File: src/rtl/control_sequencer.sv
// Moore sequencer for the 8-bit accumulator CPU: fetch/decode/execute of the
// instruction register plus a byte-at-a-time memory programming mode.
module control_sequencer (
    input  logic       clk,
    input  logic       reset_n,
    input  logic [2:0] opcode,
    input  logic       status,
    input  logic       zero_flag,
    input  logic       prog_mode,
    input  logic       prog_valid,
    output logic       prog_ready,
    output logic       MAR_load,
    output logic       PC_load,
    output logic       IR_load,
    output logic       PC_reset,
    output logic       IR_reset,
    output logic       en_inc,
    output logic       INC_ALU_select,
    output logic       IR_PC_select,
    output logic       Bc,
    output logic       APc,
    output logic       A_programmer_select,
    output logic       latch_PC_load,
    output logic       show_load,
    output logic       show_reset,
    output logic       A_load,
    output logic       mem_we,
    output logic       halted,
    output logic [1:0] alu_op
);

    // state      | meaning
    // RST        | clear PC, IR and display
    // FETCH1     | MAR <- PC
    // FETCH2     | IR <- mem[MAR]
    // FETCH3     | PC <- PC + 1
    // DECODE     | latch opcode, pick next state
    // EXEC1      | MAR <- operand, or latch jump target
    // EXEC2      | data move / ALU op / PC <- target
    // HALT       | idle until reset or programming
    // PROG_ADDR  | MAR <- PC, wait for programmer byte
    // PROG_WRITE | mem[MAR] <- programmer byte, PC <- PC + 1
    typedef enum logic [3:0] {
        S_RST, S_FETCH1, S_FETCH2, S_FETCH3, S_DECODE,
        S_EXEC1, S_EXEC2, S_HALT, S_PROG_ADDR, S_PROG_WRITE
    } state_t;

    localparam logic [2:0] OP_NOP = 3'b000;
    localparam logic [2:0] OP_LDA = 3'b001;
    localparam logic [2:0] OP_STA = 3'b010;
    localparam logic [2:0] OP_ADD = 3'b011;
    localparam logic [2:0] OP_SUB = 3'b100;
    localparam logic [2:0] OP_JMP = 3'b101;
    localparam logic [2:0] OP_JZ  = 3'b110;
    localparam logic [2:0] OP_OUT = 3'b111;

    state_t     state, state_nxt;
    logic [2:0] op_r;

    always_ff @(posedge clk or negedge reset_n) begin
        if (!reset_n) begin
            state <= S_RST;
            op_r  <= OP_NOP;
        end else begin
            state <= state_nxt;
            if (state == S_DECODE) op_r <= opcode;
        end
    end

    always_comb begin
        state_nxt           = state;
        prog_ready          = 1'b0;
        MAR_load            = 1'b0;
        PC_load             = 1'b0;
        IR_load             = 1'b0;
        PC_reset            = 1'b0;
        IR_reset            = 1'b0;
        en_inc              = 1'b0;
        INC_ALU_select      = 1'b0;
        IR_PC_select        = 1'b0;
        Bc                  = 1'b0;
        APc                 = 1'b0;
        A_programmer_select = 1'b0;
        latch_PC_load       = 1'b0;
        show_load           = 1'b0;
        show_reset          = 1'b0;
        A_load              = 1'b0;
        mem_we              = 1'b0;
        halted              = 1'b0;
        alu_op              = 2'b00;

        case (state)
            S_RST: begin
                PC_reset   = 1'b1;
                IR_reset   = 1'b1;
                show_reset = 1'b1;
                state_nxt  = prog_mode ? S_PROG_ADDR : S_FETCH1;
            end
            S_FETCH1: begin
                MAR_load  = 1'b1;
                state_nxt = prog_mode ? S_PROG_ADDR : S_FETCH2;
            end
            S_FETCH2: begin
                Bc        = 1'b1;
                IR_load   = 1'b1;
                state_nxt = S_FETCH3;
            end
            S_FETCH3: begin
                en_inc         = 1'b1;
                INC_ALU_select = 1'b1;
                PC_load        = 1'b1;
                state_nxt      = S_DECODE;
            end
            S_DECODE: begin
                // HALT shares opcode 000 with NOP, so status must win
                if (!status)                             state_nxt = S_HALT;
                else if (opcode == OP_NOP)               state_nxt = S_FETCH1;
                else if (opcode == OP_JZ && !zero_flag)  state_nxt = S_FETCH1;
                else                                     state_nxt = S_EXEC1;
            end
            S_EXEC1: begin
                state_nxt = S_EXEC2;
                case (op_r)
                    OP_LDA, OP_STA, OP_ADD, OP_SUB, OP_OUT: begin
                        MAR_load     = 1'b1;
                        IR_PC_select = 1'b1;
                    end
                    OP_JMP, OP_JZ: begin
                        latch_PC_load = 1'b1;
                        alu_op        = 2'b10;
                    end
                    default: ;
                endcase
            end
            S_EXEC2: begin
                state_nxt = S_FETCH1;
                case (op_r)
                    OP_LDA: begin Bc = 1'b1; A_load = 1'b1; alu_op = 2'b10; end
                    OP_STA: begin A_programmer_select = 1'b1; APc = 1'b1; mem_we = 1'b1; end
                    OP_ADD: begin Bc = 1'b1; A_load = 1'b1; alu_op = 2'b00; end
                    OP_SUB: begin Bc = 1'b1; A_load = 1'b1; alu_op = 2'b01; end
                    OP_JMP, OP_JZ: PC_load = 1'b1;
                    OP_OUT: begin Bc = 1'b1; show_load = 1'b1; end
                    default: ;
                endcase
            end
            S_HALT: begin
                halted    = 1'b1;
                state_nxt = prog_mode ? S_PROG_ADDR : S_HALT;
            end
            S_PROG_ADDR: begin
                MAR_load = 1'b1;
                if (!prog_mode)      state_nxt = S_RST;
                else if (prog_valid) state_nxt = S_PROG_WRITE;
            end
            S_PROG_WRITE: begin
                APc            = 1'b1;
                mem_we         = 1'b1;
                prog_ready     = 1'b1;
                en_inc         = 1'b1;
                INC_ALU_select = 1'b1;
                PC_load        = 1'b1;
                state_nxt      = S_PROG_ADDR;
            end
            default: state_nxt = S_RST;
        endcase
    end

endmodule
File: config.mk
export PLATFORM = sky130hd
export DESIGN_NAME = control_sequencer
export DESIGN_NICKNAME = d
export VERILOG_FILES = /design/src/rtl/control_sequencer.sv
export SDC_FILE = /design/constraint.sdc
export NUM_CORES = 1
export LEC_CHECK = 0
export CORE_MARGIN = 2
export CORE_UTILIZATION = 40
export DETAILED_ROUTE_END_ITERATION = 8
export PLACE_DENSITY = 0.76
export SYNTH_ARGS = -nofsm -noshare
export SYNTH_HDL_FRONTEND = slang
export SYNTH_SLANG_ARGS = --single-unit
File: constraint.sdc
create_clock -name clk -period 2.2 [get_ports clk]
set_clock_uncertainty 0.2 [all_clocks]
set_input_delay 0.66 -clock clk [delete_from_list [all_inputs] [get_ports clk]]
set_output_delay 0.66 -clock clk [all_outputs]
set_load 0.01 [all_outputs]
Word level (Yosys, flattened, before mapping)
Cells that the tools add are included.
{ "classes": {"n_eq_ne": 18, "n_mux": 32, "reduce_logical": 10} }
{ "op_table": {"columns": ["cell", "count"], "rows": [
  ["$pmux 4 s10", 1],
  ["$mux 4", 5],
  ["$eq 4x3->1 const B", 4],
  ["$mux 1", 16],
  ["$eq 3x3->1 const B", 5],
  ["$mux 3", 3],
  ["$eq 4x2->1 const B", 2],
  ["$eq 4x4->1 const B", 2],
  ["$pmux 1 s2", 4],
  ["$pmux 2 s2", 2],
  ["$eq 3x2->1 const B", 2],
  ["$reduce_or 2->1", 3],
  ["$reduce_or 5->1", 1],
  ["$eq 4x1->1 const B", 1],
  ["$logic_not 4->1", 1],
  ["$reduce_or 4->1", 1],
  ["$eq 3x1->1 const B", 1],
  ["$logic_not 3->1", 1],
  ["$ne 3x3->1 const B", 1],
  ["$reduce_or 3->1", 1],
  ["$mux 2", 1],
  ["$logic_and 1x1->1", 1],
  ["$logic_not 1->1", 1]
]} }
{ "totals": {"ff_bits": 7, "in_bits": 9, "output_inout_bits": 20, "wordCells": 62} }

Logic depth before layout (Yosys ltp)
Gate-level depths: netlist of the first run.
{ "depth": {"word_depth": 6, "mapped_depth": 5, "ltp_nobuf": 3} }

Worst setup path before layout of the first run
OpenSTA, ideal clock, no wires.
{ "synth_timing": {"path_type": "flip-flop to output port", "start": "register state[3]", "end": "output port mem_we", "t_arrival_ps": 1552, "t_required_ps": 1340, "slack_ps": -212, "stages_incl_launch_ff": 5, "cell_sequence": "dfrtp_1 > nand4bb_4 > nor4b_1 > or2_1 > buf_4"} }
{ "synth_via": {"elab_chain_len": 2, "elab_cells_between_ends": 3, "cone_classes": "2 x eq/ne; 1 x mux"} }
{ "synth_lines": {"columns": ["element", "line", "text"], "rows": [
  ["start, declared", "57", "state_t state, state_nxt;"],
  ["start signal, assigned", "65", "state <= state_nxt;"],
  ["$eq 4x4->1 / $eq 4x3->1 (equally long branches)", null, null],
  ["$pmux 1 s2 (*)", null, null],
  ["end, declared", "27", "output logic mem_we,"]
]} }
Mark *: on every way between the ends. The rest lies on a longest branch, timed or not.

Worst setup path in the final report of the first run
{ "layout_timing": {"start": "register state[1]", "end": "output port PC_load"} }
{ "layout_via": {"elab_chain_len": 3, "elab_cells_between_ends": 5, "cone_classes": "3 x eq/ne; 1 x mux; 1 x reduce/logical"} }
{ "layout_lines": {"columns": ["element", "line", "text"], "rows": [
  ["$eq 4x4->1 / $eq 4x2->1 (equally long branches)", "92", "case (state)"],
  ["$reduce_or 2->1 (no source line)", null, null],
  ["$pmux 1 s2 (*)", "92", null],
  ["end, declared", "13", "output logic PC_load,"]
]} }
Marks and branches as above.

==> results of run 1 <==
-- kinds of logic after synthesis --
| family | synth area share |
|---|---|
| compound gates | 0.149 |
| xor+xnor | 0.0514 |
| buf+inv | 0.119 |
| flops | 0.257 |
| mux | 0.0642 |
| simple gates | 0.360 |
-- state kept, by name, indices dropped and copies added, names as in the netlist --
signal / cells
op_r: 3
state: 4
-- metrics by stage --
stage          TNS [ns]  total power [uW]  setup WS [ns]
3_5_place_dp      -3.88              1280         -0.330
2_1_floorplan   -0.0418               850        -0.0418
3_3_place_gp      -3.55              1260         -0.326
4_1_cts           -1.41              1590         -0.215
5_1_grt           -3.59              1980         -0.319
6_report          -2.31              1880         -0.260
-- where the power goes --
part	leakage [uW]	internal, uW	switching, uW	total, uW
sequential	0.0000877	188	71.5	260
clock	0.0000150	69.3	48.8	118
combinational	0.000518	799	705	1500
total	0.000621	1060	825	1880
-- cell type report --
type / instances / area (um^2)
inverter: 4 / 17.5
timing repair buffer: 65 / 551
clock buffer: 4 / 26.3
tap: 16 / 20.0
sequential: 7 / 178
fill: 80 / 195
multi-input combinational: 59 / 572
-- cell usage after synthesis (all sizes together), types with 2 or more instances --
library cell,number,share of area
buf,9,0.081
dfrtp,7,0.26
nor2,6,0.033
inv,4,0.022
nand3,4,0.029
nor2b,4,0.037
a21oi,3,0.022
clkbuf,3,0.017
mux2,3,0.050
nor3,3,0.029
nor4,3,0.028
o21ai,3,0.022
nand2,2,0.011
nand2b,2,0.018
nand3b,2,0.022
nand4,2,0.018
nor3b,2,0.022
nor4b,2,0.035
xnor2,2,0.026
xor2,2,0.026
-- worst max-delay path by stage --
stage	start	end	slack, ns	cells past startpoint
after CTS	state[3]	alu_op[1]	-0.22	4
after floorplan	state[1]	mem_we	-0.04	4
after global routing	state[1]	PC_load	-0.32	6
final	state[1]	PC_load	-0.26	6
after detailed placement	state[3]	alu_op[1]	-0.33	4
after global placement	state[3]	alu_op[1]	-0.33	4
-- per-layer routing --
metal	track usage	up-vias	wire length [um]
met4	0.118	0	0
li1	-	409	-
met5	0	-	0
met1	0.279	435	1100
met2	0.403	25	1510
met3	0.0360	0	81
-- repair_timing --
item                       4_1_cts  5_1_grt
resized for setup              105       22
pin swaps                        9       13
buffers inserted                12        8
setup endpoints to repair       20       20
==> impl_results.md, run 1 <==
- Synth Warn #: 0
- Core ar.: about 1600 um^2
- Min-Delay Path Class: flop to flop
- RSZ-0062 raised after global routing: true
- CP Capture Type: output port
- Floorplan row count: 14
- Worst setup margin: -0.260 ns
- Fin nets: roughly 150
- Routed len/inst: around 17 um
- Crit path max fanout: 3
- Fin Hold WS: approximately 0.4 ns
- Vias/cell: 5.61
- Crit path launch type: flop
- Via count: around 870
- Fmax: ~410 MHz
- CTS Buf Count: 3
- CTS tree: done
- Period minus WS final: ~2.5 ns
- Seq/Total Area, Yosys: 0.257
- Bufs and invs on worst path: 3
- CTS sink cnt: 7
- Hold Fails Final Rpt: 0
- Largest net degree at the start of global routing: 14
- CP max stage delay: 0.40 ns
- Async set-or-reset flop fraction in the synthesized netlist: 1.00
- Ys flop type: dfrtp_1
- HPWL Detailed: between 1000 and 1500 um
- Initial Util: 0.437
- Vias in the first global route: about 760
- Hold Crit Depth: 1
- Cell Count Post-Placement: around 130
- Drt pass-1 iters: 5
- Port buffer count: 28
- Number of synthesized flops with an enable pin: 0
- Crit path required time: around 1.3 ns
- Post-DP Area: around 1100 um^2
- #FFs+latches synth: 7
- Reg2reg path depth: 7
- Final setup fails: 19
- Wirelength, routed: roughly 2700 um
- Max clock buf depth: 2
- Setup CP Type: flop to output port
- CP arrival: ~1.6 ns
- Worst reg2reg setup slack: ~0.14 ns
- Worst-Margin Slew: 0.434 ns
- Slew headroom: 0.710
- Final core occ: 0.875
- Final Cell Area: ~1400 um^2
- Die W: roughly 45 um
- Slowest-stage cell, CP: dfrtp_1
- RR Endpoint: op_r[0]
- Syn Area/Cell: roughly 8.3 um^2
- I/O Pins: 29
- Most common cell after layout, fill and taps aside: buf_4
- Status: complete, but fails checks
- Die outline height: ~45 um
- Distinct cells, synth: 37
- HP Start: op_r[2]
- Pwr/cell area: ~1400 nW/um^2
- Post-Syn Area: 682 um^2
- Peak VDD IR: roughly 0.0010 V
- Commonest cells after routing, fill and taps aside: 20 x buf_4, 17 x buf_2, 16 x buf_6
- Syn Nets: slightly above 90
- Iteration-0 DRC Markers: 7
- Worst flop-to-flop path startpoint: state[2]
- Fin. max-slew vios: 0
- Failing checks: negative setup slack
- Cell family with the largest share of critical-path delay: buffers and inverters
- Ant diodes: 0
- # Max-Cap Violations: 0
- Layout area overhead: 100%
- Leak pwr: about 0.00062 uW
- Initial antenna violation count: 0
- CP cell instances: buf_4 -> buf_8 -> xnor2_2 -> nor3_2 -> o21bai_1 -> buf_2
- H-tree depth: 1
- Finished Layout Cells: around 160
- Fraction of layout cells with a size suffix above 1: 0.626
- Die area: approximately 2100 um^2
- Syn Inst Count: 82
- Overflow after GRT: 0
- Total track usage: 0.234
- CTS clk-pin slew, worst paths: around 0.060 ns
- Gpl congestion: just over 0.7
- Final Cycle Share: 1.12
- Post-CTS Hold Buffers: 0
- WHS Endpoint: op_r[2]
- Post-route ant nets: 0
- Worst skew pair latency: approximately 0.26 ns
- Root Buffer: clkbuf_4
- DRC violations left: 0
- First-pass GRT wire length: roughly 3400 um
Power figures use the tool's default switching activity.
==> run 2: changes to the inputs <==
--- a/config.mk
+++ b/config.mk
@@ -5,10 +5,11 @@
 export SDC_FILE = /design/constraint.sdc
 export NUM_CORES = 1
 export LEC_CHECK = 0
+export CAP_MARGIN = 20
 export CORE_MARGIN = 2
-export CORE_UTILIZATION = 40
+export CORE_UTILIZATION = 41
 export DETAILED_ROUTE_END_ITERATION = 8
-export PLACE_DENSITY = 0.76
+export PLACE_DENSITY = 0.78
 export SYNTH_ARGS = -nofsm -noshare
 export SYNTH_HDL_FRONTEND = slang
 export SYNTH_SLANG_ARGS = --single-unit
==> run 2 against run 1 <==
  * The run still ends with negative setup slack left
  * Critical path type unchanged
  * Fmax decreased by 2.9%
  * Via count increased by 1.4%
  * Register-to-register slack improved by 0.03 ns
  * Cell area decreased by 2.7%
  * Non-clock buffer count decreased by 5
  * Setup slack got worse by 0.074 ns
  * Highest routed layer is now met4
  * Combinational power decreased by 4%
  * Sequential share of layout area increased by 0.45 points
  * Power decreased by 2.1%
  * Global-route usage decreased by 0.79 points
  * Routed wire length increased by 11%
==> impl_results.md, run 2 (synthesis results as in run 1) <==
- Worst reg2reg setup slack: 0.17 ns
- Met3 usage: 0.0240
- Fin. max-slew vios: 0
- CP startpoint: state[3]
- Final core occ: 0.861
- Total power: around 1800 uW
- Worst-Margin Slew: around 0.47 ns
- Overflow after GRT: 0
- Pwr/cell area: around 1400 nW/um^2
- Final Cell Area: roughly 1300 um^2
- RR Endpoint: op_r[1]
- CTS clk-pin slew, worst paths: about 0.05 ns
- Max clock buf depth: 2
- Fmax: about 390 MHz
- Fin Hold WS: between 0.4 and 0.5 ns
- Fin nets: 144
- Final Cycle Share: 1.15
- Most common cell after layout, fill and taps aside: buf_2
- Vias/cell: 5.87
- Die area: around 2000 um^2
- Layout area overhead: 94.7%
- Routed len/inst: 20.0 um
- CTS sink cnt: 7
- Core ar.: between 1500 and 2000 um^2
- Period minus WS final: around 2.5 ns
- Gpl congestion: between 0.8 and 0.9
- Post-route ant nets: 0
- Worst setup margin: -0.334 ns
- Slew headroom: 0.686
- # Max-Cap Violations: 0
- Failing checks: negative setup slack
- Status: complete, but fails checks
- Total track usage: 0.226
- Most flop-heavy register: state
- Final setup fails: 19
- Hold Fails Final Rpt: 0
- CTS Buf Count: 3
- Global-route track usage on met2: 0.417
- Leak pwr: between 0.0005 and 0.0006 uW
- Ant diodes: 0
- Worst setup path end: alu_op[1]
- Wirelength, routed: ~3000 um
- Filler cell count: 70
- Crit path required time: roughly 1.3 ns
- DRC violations left: 0
- CP arrival: between 1.5 and 2 ns
- Final setup TNS: -2.24 ns
- RSZ-0062 raised after global routing: true
- Via count: 881
- Global Route met1 Usage: 0.273
- Worst skew pair latency: around 0.25 ns
- Floorplan row count: 14
- Initial Util: 0.442
- Port buffer count: 28
- Global route hottest layer: met2
- Max FFs per register: 4
- Post-CTS Hold Buffers: 0
- Largest net degree at the start of global routing: 19
- Drt pass-1 iters: 4
- Biggest regs: state: 4 flops, op_r: 3 flops
- CP Capture Type: output port
- Commonest cells after routing, fill and taps aside: 20 x buf_2, 15 x buf_4, 13 x buf_6
- Setup CP Type: flop to output port
- Worst flop-to-flop path startpoint: state[1]
- First-pass GRT wire length: between 3000 and 4000 um
- Post-DP Area: approximately 1000 um^2
- Fraction of layout cells with a size suffix above 1: 0.627
- Crit path max fanout: 2
- H-tree depth: 1
- Crit path launch type: flop
- Initial antenna violation count: 0
- Die W: roughly 45 um
- Root Buffer: clkbuf_4
- Iteration-0 DRC Markers: 21
- I/O Pins: 29
- Peak VDD IR: ~0.0011 V
- HPWL Detailed: between 1000 and 1500 um
- Vias in the first global route: between 700 and 800
- Reg2reg path depth: 5
- CTS tree: done
- Die outline height: 44.8 um
- Min-Delay Path Class: input pin to asynchronous set/reset pin
## run 2: cell types whose count changed in the layout (fill, tap and decap cells not counted), sizes merged
cell | before | now
buf | 56 | 51
## run 2: where the power goes
group	switching [uW]	internal, uW
Sequential	98.6	189
Clock	50.7	69.4
Combinational	696	740
## run 2: worst max-delay path, cell delays in order, from the launching register on
cell and delay, ns:
dfrtp_1 0.40, nand4bb_4 0.25, or4b_1 0.49, o21ai_1 0.12, buf_2 0.16
## run 2: layout make-up
class                   count  area [um^2]  share of cell area
flip-flops and latches      7          179               0.135
inverters                   4         22.5              0.0170
multi-input cells          59          561               0.422
well taps                  16         20.0              0.0151
clock buffers               4         26.3              0.0198
repair buffers             60          519               0.391
## run 2: worst min path at each step
stage / cells past startpoint / startpoint / slack (ns) / to
after floorplan: 0 / reset_n / 0.16 / op_r[0]
after global placement: 2 / state[3] / 0.42 / state[1]
after detailed placement: 2 / state[3] / 0.44 / state[1]
after CTS: 1 / op_r[1] / 0.41 / op_r[1]
after global routing: 1 / reset_n / 0.49 / state[3]
final: 1 / reset_n / 0.47 / state[3]
## run 2: what timing repair did
| action | 4_1_cts | 5_1_grt |
|---|---|---|
| resized for setup | 92 | 38 |
| pin swaps | 5 | 12 |
| endpoints found under the setup margin | 20 | 20 |
| gates cloned | 0 | 1 |
| buffers inserted | 6 | 12 |
| endpoints found under the hold margin | 0 | 0 |
## run 2: per-stage QoR
stage	instances	setup WS (ns)
3_3_place_gp	129	-0.316
4_1_cts	139	-0.199
5_1_grt	150	-0.380
2_1_floorplan	82	-0.0418
3_5_place_dp	129	-0.364
6_report	150	-0.334
## run 2: metal layers
metal / routed length, um / vias up
li1: - / 395
met1: 1190 / 425
met2: 1500 / 48
met3: 182 / 13
met4: 116 / 0
met5: 0 / -
==> run 3: changes to the inputs <==
--- a/config.mk
+++ b/config.mk
@@ -5,7 +5,7 @@
 export SDC_FILE = /design/constraint.sdc
 export NUM_CORES = 1
 export LEC_CHECK = 0
-export CAP_MARGIN = 20
+export CAP_MARGIN = 10
 export CORE_MARGIN = 2
 export CORE_UTILIZATION = 41
 export DETAILED_ROUTE_END_ITERATION = 8
==> results of run 3 <==
The final DEF is identical to that of run 2; final timing and power are the same.
